## src/rtl/vga2tmds_pkg.sv

```systemverilog
// Shared constants and helpers for the VGA-to-TMDS encoder.
// Holds the four TMDS control-period words, the word shown in and straight
// after reset, the running-disparity counter width, and two small helpers:
// control-word lookup and an 8-bit population count.
package vga2tmds_pkg;

  localparam logic [9:0] CTRL_CODE_00 = 10'h354;
  localparam logic [9:0] CTRL_CODE_01 = 10'h0AB;
  localparam logic [9:0] CTRL_CODE_10 = 10'h154;
  localparam logic [9:0] CTRL_CODE_11 = 10'h2AB;
  localparam logic [9:0] RESET_WORD   = 10'h354;
  localparam int         CNT_W        = 5;

  // Map {C1,C0} onto the TMDS control-period symbol.
  function automatic logic [9:0] ctrl_word(input logic [1:0] c);
    logic [9:0] w;
    case (c)
      2'b00:   w = CTRL_CODE_00;
      2'b01:   w = CTRL_CODE_01;
      2'b10:   w = CTRL_CODE_10;
      2'b11:   w = CTRL_CODE_11;
      default: w = RESET_WORD;
    endcase
    return w;
  endfunction

  // Number of ones in a byte (0..8).
  function automatic logic [3:0] ones8(input logic [7:0] d);
    logic [3:0] n;
    n = 4'd0;
    for (int i = 0; i < 8; i++) begin
      n = n + {3'b000, d[i]};
    end
    return n;
  endfunction

endpackage

```

## src/rtl/tmds_channel_enc.sv

```systemverilog
// One TMDS channel: stage 1 (transition minimisation, registered q_m plus
// delayed blank/ctrl) and stage 2 (DC balancing against the channel's own
// running disparity, registered 10-bit symbol).
// Ports:
//   clk_pixel  pixel clock
//   reset      synchronous, active-high
//   data       8-bit pixel value
//   blank      1 = control period
//   ctrl       {C1,C0} sent during the control period
//   tmds       registered 10-bit symbol, bit 0 transmitted first
module tmds_channel_enc
  import vga2tmds_pkg::*;
(
  input  logic       clk_pixel,
  input  logic       reset,
  input  logic [7:0] data,
  input  logic       blank,
  input  logic [1:0] ctrl,
  output logic [9:0] tmds
);

  logic [3:0]              n1_data_s;
  logic                    use_xnor_s;
  logic [8:0]              q_m_s;
  logic [8:0]              q_m_r;
  logic                    blank_r;
  logic [1:0]              ctrl_r;
  logic [3:0]              n1_q_s;
  logic signed [5:0]       diff6_s;
  logic signed [CNT_W-1:0] diff_s;
  logic signed [CNT_W-1:0] cnt_r;
  logic signed [CNT_W-1:0] cnt_next_s;
  logic [9:0]              tmds_next_s;
  logic [9:0]              tmds_r;

  // Stage 1 combinational: choose XOR or XNOR chain to minimise transitions.
  always_comb begin
    n1_data_s  = ones8(data);
    use_xnor_s = (n1_data_s > 4'd4) || ((n1_data_s == 4'd4) && (data[0] == 1'b0));
    q_m_s      = 9'd0;
    q_m_s[0]   = data[0];
    for (int i = 1; i < 8; i++) begin
      if (use_xnor_s) begin
        q_m_s[i] = ~(q_m_s[i-1] ^ data[i]);
      end else begin
        q_m_s[i] = q_m_s[i-1] ^ data[i];
      end
    end
    q_m_s[8] = ~use_xnor_s;
  end

  // Stage 1 register; reset leaves the pipe in the blank, C=00 state.
  always_ff @(posedge clk_pixel) begin
    if (reset) begin
      q_m_r   <= 9'd0;
      blank_r <= 1'b1;
      ctrl_r  <= 2'b00;
    end else begin
      q_m_r   <= q_m_s;
      blank_r <= blank;
      ctrl_r  <= ctrl;
    end
  end

  // Stage 2 combinational: DC balance. diff_s is N1-N0 of q_m[7:0].
  always_comb begin
    n1_q_s      = ones8(q_m_r[7:0]);
    diff6_s     = $signed({1'b0, n1_q_s, 1'b0}) - 6'sd8;
    diff_s      = diff6_s[CNT_W-1:0];
    tmds_next_s = RESET_WORD;
    cnt_next_s  = cnt_r;
    if (blank_r) begin
      // Control period restarts disparity so the next active pixel starts at 0.
      tmds_next_s = ctrl_word(ctrl_r);
      cnt_next_s  = 5'sd0;
    end else if ((cnt_r == 5'sd0) || (diff_s == 5'sd0)) begin
      tmds_next_s = {~q_m_r[8], q_m_r[8], q_m_r[8] ? q_m_r[7:0] : ~q_m_r[7:0]};
      cnt_next_s  = q_m_r[8] ? (cnt_r + diff_s) : (cnt_r - diff_s);
    end else if (((cnt_r > 5'sd0) && (diff_s > 5'sd0)) ||
                 ((cnt_r < 5'sd0) && (diff_s < 5'sd0))) begin
      tmds_next_s = {1'b1, q_m_r[8], ~q_m_r[7:0]};
      cnt_next_s  = cnt_r - diff_s + (q_m_r[8] ? 5'sd2 : 5'sd0);
    end else begin
      tmds_next_s = {1'b0, q_m_r[8], q_m_r[7:0]};
      cnt_next_s  = cnt_r + diff_s - (q_m_r[8] ? 5'sd0 : 5'sd2);
    end
  end

  // Stage 2 register: output symbol and running disparity.
  always_ff @(posedge clk_pixel) begin
    if (reset) begin
      tmds_r <= RESET_WORD;
      cnt_r  <= 5'sd0;
    end else begin
      tmds_r <= tmds_next_s;
      cnt_r  <= cnt_next_s;
    end
  end

  assign tmds = tmds_r;

endmodule

```

## src/rtl/vga2tmds_encoder.sv

```systemverilog
// VGA to DVI TMDS encoder, pixel-clock domain. Expands each colour to 8 bits,
// applies sync polarity, encodes three channels through a 2-stage core and
// adds C_out_reg extra output register stages (latency 2 + C_out_reg).
// Ports:
//   clk_pixel, reset               clock; synchronous active-high reset
//   in_red/in_green/in_blue        C_depth-bit colour
//   in_hsync/in_vsync/in_blank     sync and blank (blank=1: control period)
//   pattern_en                     only with VGA2TMDS_PATTERN_EN defined:
//                                  replaces colour with 8 vertical bars
//   out_red/out_green/out_blue     10-bit TMDS words, channels 2/1/0
// Optional build macro: VGA2TMDS_PATTERN_EN (adds pattern_en and bar generator).
module vga2tmds_encoder
  import vga2tmds_pkg::*;
#(
  parameter int C_depth     = 8,
  parameter int C_hsync_pol = 1,
  parameter int C_vsync_pol = 1,
  parameter int C_out_reg   = 1
) (
  input  logic               clk_pixel,
  input  logic               reset,
  input  logic [C_depth-1:0] in_red,
  input  logic [C_depth-1:0] in_green,
  input  logic [C_depth-1:0] in_blue,
  input  logic               in_hsync,
  input  logic               in_vsync,
  input  logic               in_blank,
`ifdef VGA2TMDS_PATTERN_EN
  input  logic               pattern_en,
`endif
  output logic [9:0]         out_red,
  output logic [9:0]         out_green,
  output logic [9:0]         out_blue
);

  logic [7:0]  red_exp_s, green_exp_s, blue_exp_s;
  logic [7:0]  red_s, green_s, blue_s;
  logic        c0_s, c1_s;
  logic [9:0]  red_core_s, green_core_s, blue_core_s;
  logic [29:0] core_s;

  // Replicate the value MSB-first until 8 bits are filled.
  for (genvar gi = 0; gi < 8; gi++) begin : g_expand
    assign red_exp_s[7-gi]   = in_red[C_depth-1-(gi % C_depth)];
    assign green_exp_s[7-gi] = in_green[C_depth-1-(gi % C_depth)];
    assign blue_exp_s[7-gi]  = in_blue[C_depth-1-(gi % C_depth)];
  end

`ifdef VGA2TMDS_PATTERN_EN
  logic [10:0] pix_cnt_r;
  logic [2:0]  bar_idx_s;

  // Active-pixel position within the line; held at its maximum rather than wrapping.
  always_ff @(posedge clk_pixel) begin
    if (reset) begin
      pix_cnt_r <= 11'd0;
    end else if (in_blank) begin
      pix_cnt_r <= 11'd0;
    end else if (pix_cnt_r != 11'h7FF) begin
      pix_cnt_r <= pix_cnt_r + 11'd1;
    end else begin
      pix_cnt_r <= pix_cnt_r;
    end
  end

  // 80-pixel bars; bar index bits select full-on R/G/B.
  always_comb begin
    if (pix_cnt_r >= 11'd560) begin
      bar_idx_s = 3'd7;
    end else begin
      bar_idx_s = 3'(pix_cnt_r / 11'd80);
    end
    if (pattern_en) begin
      red_s   = {8{bar_idx_s[2]}};
      green_s = {8{bar_idx_s[1]}};
      blue_s  = {8{bar_idx_s[0]}};
    end else begin
      red_s   = red_exp_s;
      green_s = green_exp_s;
      blue_s  = blue_exp_s;
    end
  end
`else
  assign red_s   = red_exp_s;
  assign green_s = green_exp_s;
  assign blue_s  = blue_exp_s;
`endif

  assign c0_s = (C_hsync_pol != 0) ? in_hsync : ~in_hsync;
  assign c1_s = (C_vsync_pol != 0) ? in_vsync : ~in_vsync;

  tmds_channel_enc u_enc_red (
    .clk_pixel (clk_pixel),
    .reset     (reset),
    .data      (red_s),
    .blank     (in_blank),
    .ctrl      (2'b00),
    .tmds      (red_core_s)
  );

  tmds_channel_enc u_enc_green (
    .clk_pixel (clk_pixel),
    .reset     (reset),
    .data      (green_s),
    .blank     (in_blank),
    .ctrl      (2'b00),
    .tmds      (green_core_s)
  );

  tmds_channel_enc u_enc_blue (
    .clk_pixel (clk_pixel),
    .reset     (reset),
    .data      (blue_s),
    .blank     (in_blank),
    .ctrl      ({c1_s, c0_s}),
    .tmds      (blue_core_s)
  );

  assign core_s = {red_core_s, green_core_s, blue_core_s};

  if (C_out_reg == 0) begin : g_no_out_reg
    assign {out_red, out_green, out_blue} = core_s;
  end else begin : g_out_reg
    logic [29:0] pipe_r [C_out_reg];

    // Extra output stages, all cleared to the reset word.
    always_ff @(posedge clk_pixel) begin
      if (reset) begin
        for (int i = 0; i < C_out_reg; i++) begin
          pipe_r[i] <= {3{RESET_WORD}};
        end
      end else begin
        pipe_r[0] <= core_s;
        for (int i = 1; i < C_out_reg; i++) begin
          pipe_r[i] <= pipe_r[i-1];
        end
      end
    end

    assign {out_red, out_green, out_blue} = pipe_r[C_out_reg-1];
  end

endmodule

```

## config.mk

```make
export PLATFORM = sky130hd
export DESIGN_NAME = vga2tmds_encoder
export DESIGN_NICKNAME = d
export VERILOG_FILES = /design/src/rtl/vga2tmds_pkg.sv /design/src/rtl/tmds_channel_enc.sv /design/src/rtl/vga2tmds_encoder.sv
export SDC_FILE = /design/constraint.sdc
export NUM_CORES = 1
export LEC_CHECK = 0
export ABC_AREA = 1
export BUFFER_PORTS_ARGS = -buffer_cell sky130_fd_sc_hd__buf_2
export CAP_MARGIN = 20
export CORE_MARGIN = 4
export CORE_UTILIZATION = 54
export CTS_CLUSTER_DIAMETER = 80
export CTS_CLUSTER_SIZE = 30
export DETAILED_ROUTE_END_ITERATION = 6
export GPL_TIMING_DRIVEN = 0
export PLACE_DENSITY_LB_ADDON = 0.15
export SYNTH_ARGS = -nofsm -noshare
export SYNTH_HDL_FRONTEND = slang
export SYNTH_SLANG_ARGS = --single-unit
```

## constraint.sdc

```tcl
create_clock -name clk_pixel -period 4.25 [get_ports clk_pixel]
set_input_delay 1.275 -clock clk_pixel [delete_from_list [all_inputs] [get_ports clk_pixel]]
set_output_delay 1.275 -clock clk_pixel [all_outputs]
set_load 0.005 [all_outputs]
```

==> results_dict.tcl <==
set metrics [dict create \
    setup_viol 0 \
    drt-initial-drc-count 271 \
    wl_per_cell_um 13.0 \
    power.leakage_uw 0.00382 \
    layout-drive-gt1-share 0.204 \
    area_delta_synth_final_pct 18.8 \
    synth_top_family_by_area "simple AND/OR/NAND/NOR gates" \
    cp-start-kind "input port" \
    synthFlopType "dfxtp_1" \
    critical-path-slowest-cell "fa_1" \
    clk_pin_slew_ns 0.06 \
    final_cells 1070 \
    drv_slew 0 \
    synth-compound-area-share 0.0656 \
    critical-path-top-delay-family "adder cells" \
    skew_ns 0.00702 \
    muxShareOfSynthArea 0 \
    netlist-cell-type-count 32 \
    coreArea_mm2 0.0115 \
    final_cell_area_mm2 0.00754 \
    cts_sinks 102 \
    yosysTopAreaCell "dfxtp_1" \
    vias 5294 \
    yosys.area_share.adder 0.227 \
    avgViaCountPerCell 4.95 \
    utilization 0.658 \
    cts.root.buffer_cell "clkbuf_16" \
    critPathKind "in2reg" \
    antenna_found_initial 0 \
    n_fill_cell 980 \
    start_util 0.554 \
    grt_pass1_vias 5020 \
    worstPathMaxFanout 6 \
    htree_levels 3 \
    dp.cells 1035 \
    yosysTopAreaCellShare 0.322 \
    fin_nets 1048 \
    synth_async_sr_flop_share 0 \
    clockBufferDepth 2 \
    layout_min_cycle_time_ns 4.15 \
    status "complete, no violations" \
    seq_area_frac_synth 0.322 \
    postRouteAntennaNets 0 \
    cp.required_ns 4.53 \
    cellPowerDensity_mw_per_mm2 750 \
    synth_area_leaders "dfxtp_1, ha_1, nand2_1, fa_1, inv_1" \
    grt_use_total 0.208 \
    cp.buffers_inverters 3 \
    netlist_area_mm2 0.00635 \
    synth.most_common_cell "nand2_1" \
    synth-simple-area-share 0.264 \
    min_path_type "reg2reg" \
    gp_congestion 0.859 \
    ys_seq_elements 102 \
    synth-xor-area-share 0.0166 \
    synth.avg_cell_area_um2 7.60 \
    ios 59 \
    rows 39 \
    yosysWarningCount 0 \
    relSlewSlack 0.513 \
    dieArea_mm2 0.0136 \
    cts_tree "built" \
    syn-num-nets 961 \
    finalCritPeriodShare 0.977 \
    r2r_slack_ns 0.19 \
    dr.pass1.iters 5 \
    drv_cap 0 \
    drt_wl_total_mm 13.9 \
    worstMarginPinSlew_ns 0.730 \
    num_antenna_cells 0 \
    place_area_mm2 0.00685 \
    grt_overflow 0 \
    numCtsBuffers 9 \
    dp_hpwl_mm 10.8 \
    grt_setup_unrepaired "true" \
    synth-edff-count 0 \
    crit_path_end_kind "flop" \
    grt_max_degree 17 \
    die_h_um 116 \
    clkLatencyLatePin_ns 0.34 \
    die_w_um 116 \
    hold_viol 0 \
    total_power_uw 5660 \
    grt_pass1_wl_mm 22.5 \
    drc 0 \
    cpPeakStageDelay_ns 0.50 \
    ir_drop_uv 451 \
    critPathArrivalTime_ns 4.43 \
    holdBufCountCts 0 \
    synth_commonest_cells "nand2_1, inv_1, dfxtp_1" \
    fmax_mhz 241 \
    portBuffers 57 \
    syn_inst 835 \
    cp_cell_sequence "buf_2, ha_4, inv_1, fa_1, fa_1, inv_1, fa_2, fa_1, nor2_1, nand2_1, nand2_2, nand2_4, nand2_4, nand2_2, nand2_2, nand3_2, nand3_2, nand2_1, nor2_1" \
]
registers in the layout, summed over array words and instances, names as in the netlist:
name	flops
g_out_reg.pipe_r	30
u_enc_blue.tmds	10
u_enc_green.tmds	10
u_enc_red.tmds	10
u_enc_blue.q_m_r	9
u_enc_green.q_m_r	9
u_enc_red.q_m_r	9
u_enc_blue.cnt_r	4
u_enc_green.cnt_r	4
u_enc_red.cnt_r	4
u_enc_blue.ctrl_r	2
u_enc_green.blank_r	1
worst reg2reg max path: cells and delay by family (launching register included):
| family | cells | cell delay [ns] |
|---|---|---|
| adder cells (fa/ha/maj) | 6 | 2.30 |
| AND/OR/NAND/NOR | 2 | 0.40 |
| XOR/XNOR | 2 | 0.35 |
| flip-flops | 1 | 0.34 |
| buffers and inverters | 3 | 0.28 |
| AO/OA/AOI/OAI | 3 | 0.24 |
per-layer routing:
layer  global-route usage  wire length [um]  up-vias  share of wire
li1                     -                 -     2746              -
met1                0.272              6350     2421           0.46
met2                0.363              6830      111           0.49
met3               0.0244               554       16          0.040
met4               0.0588               184        0          0.013
met5                    0                 0        -              0
final timing paths:
kind / endpoint / cells after the start / from
worst max-delay path: u_enc_red.q_m_r[6] / 19 / in_red[1]
worst min-delay path: g_out_reg.pipe_r[0][20] / 2 / u_enc_red.tmds[0]
worst min register to register: g_out_reg.pipe_r[0][20] / 2 / u_enc_red.tmds[0]
worst max register to register: u_enc_blue.cnt_r[3] / 16 / u_enc_blue.q_m_r[0]
stage by stage:
step | setup TNS (ns) | setup slack, ns | hold slack, ns
after floorplan | 0 | 0.00915 | 0.388
after global placement | -3.17 | -0.359 | 0.393
after detailed placement | -4.26 | -0.421 | 0.392
after CTS | 0 | 0.0206 | 0.401
after global routing | -0.303 | -0.0745 | 0.421
final | 0 | 0.0988 | 0.402
cell families after synthesis:
family          after synthesis
simple gates                378
buf+inv                     172
flops                       102
fa+ha+maj                    97
compound gates               74
xor+xnor                     12
repair_timing:
action	CTS	global route
setup endpoints to repair	15	22
pin swaps	2	14
resized for setup	9	47
buffers inserted	1	18
area by class of cell:
class                   count  area, um^2  share of cell area
plain buffers              10        46.3             0.00614
inverters                 162         626              0.0829
clock inverters             5        81.3              0.0108
repair buffers             76         450              0.0597
well taps                 143         179              0.0237
clock buffers              11         233              0.0308
multi-input cells         561        3890               0.515
flip-flops and latches    102        2040               0.271
cells in the final DEF, fill, tap and decap left out, drive strengths merged, types with 7 or more instances in the layout:
cell    Yosys  routed
a21oi      39      39
fa         30      30
clkbuf      5      16
nand2     179     179
or2        19      19
nand3      77      77
buf         5      81
xor2       10      10
ha         67      67
nand3b      7       7
dfxtp     102     102
o21ai      30      30
nor2       89      89
inv       161     162
where the power goes:
group	internal, uW	leakage (uW)	switching [uW]
Clock	517	0.000150	345
Combinational	1430	0.00284	2170
Sequential	1100	0.000838	90.4
No activity file was read; power rests on OpenSTA's default activity.
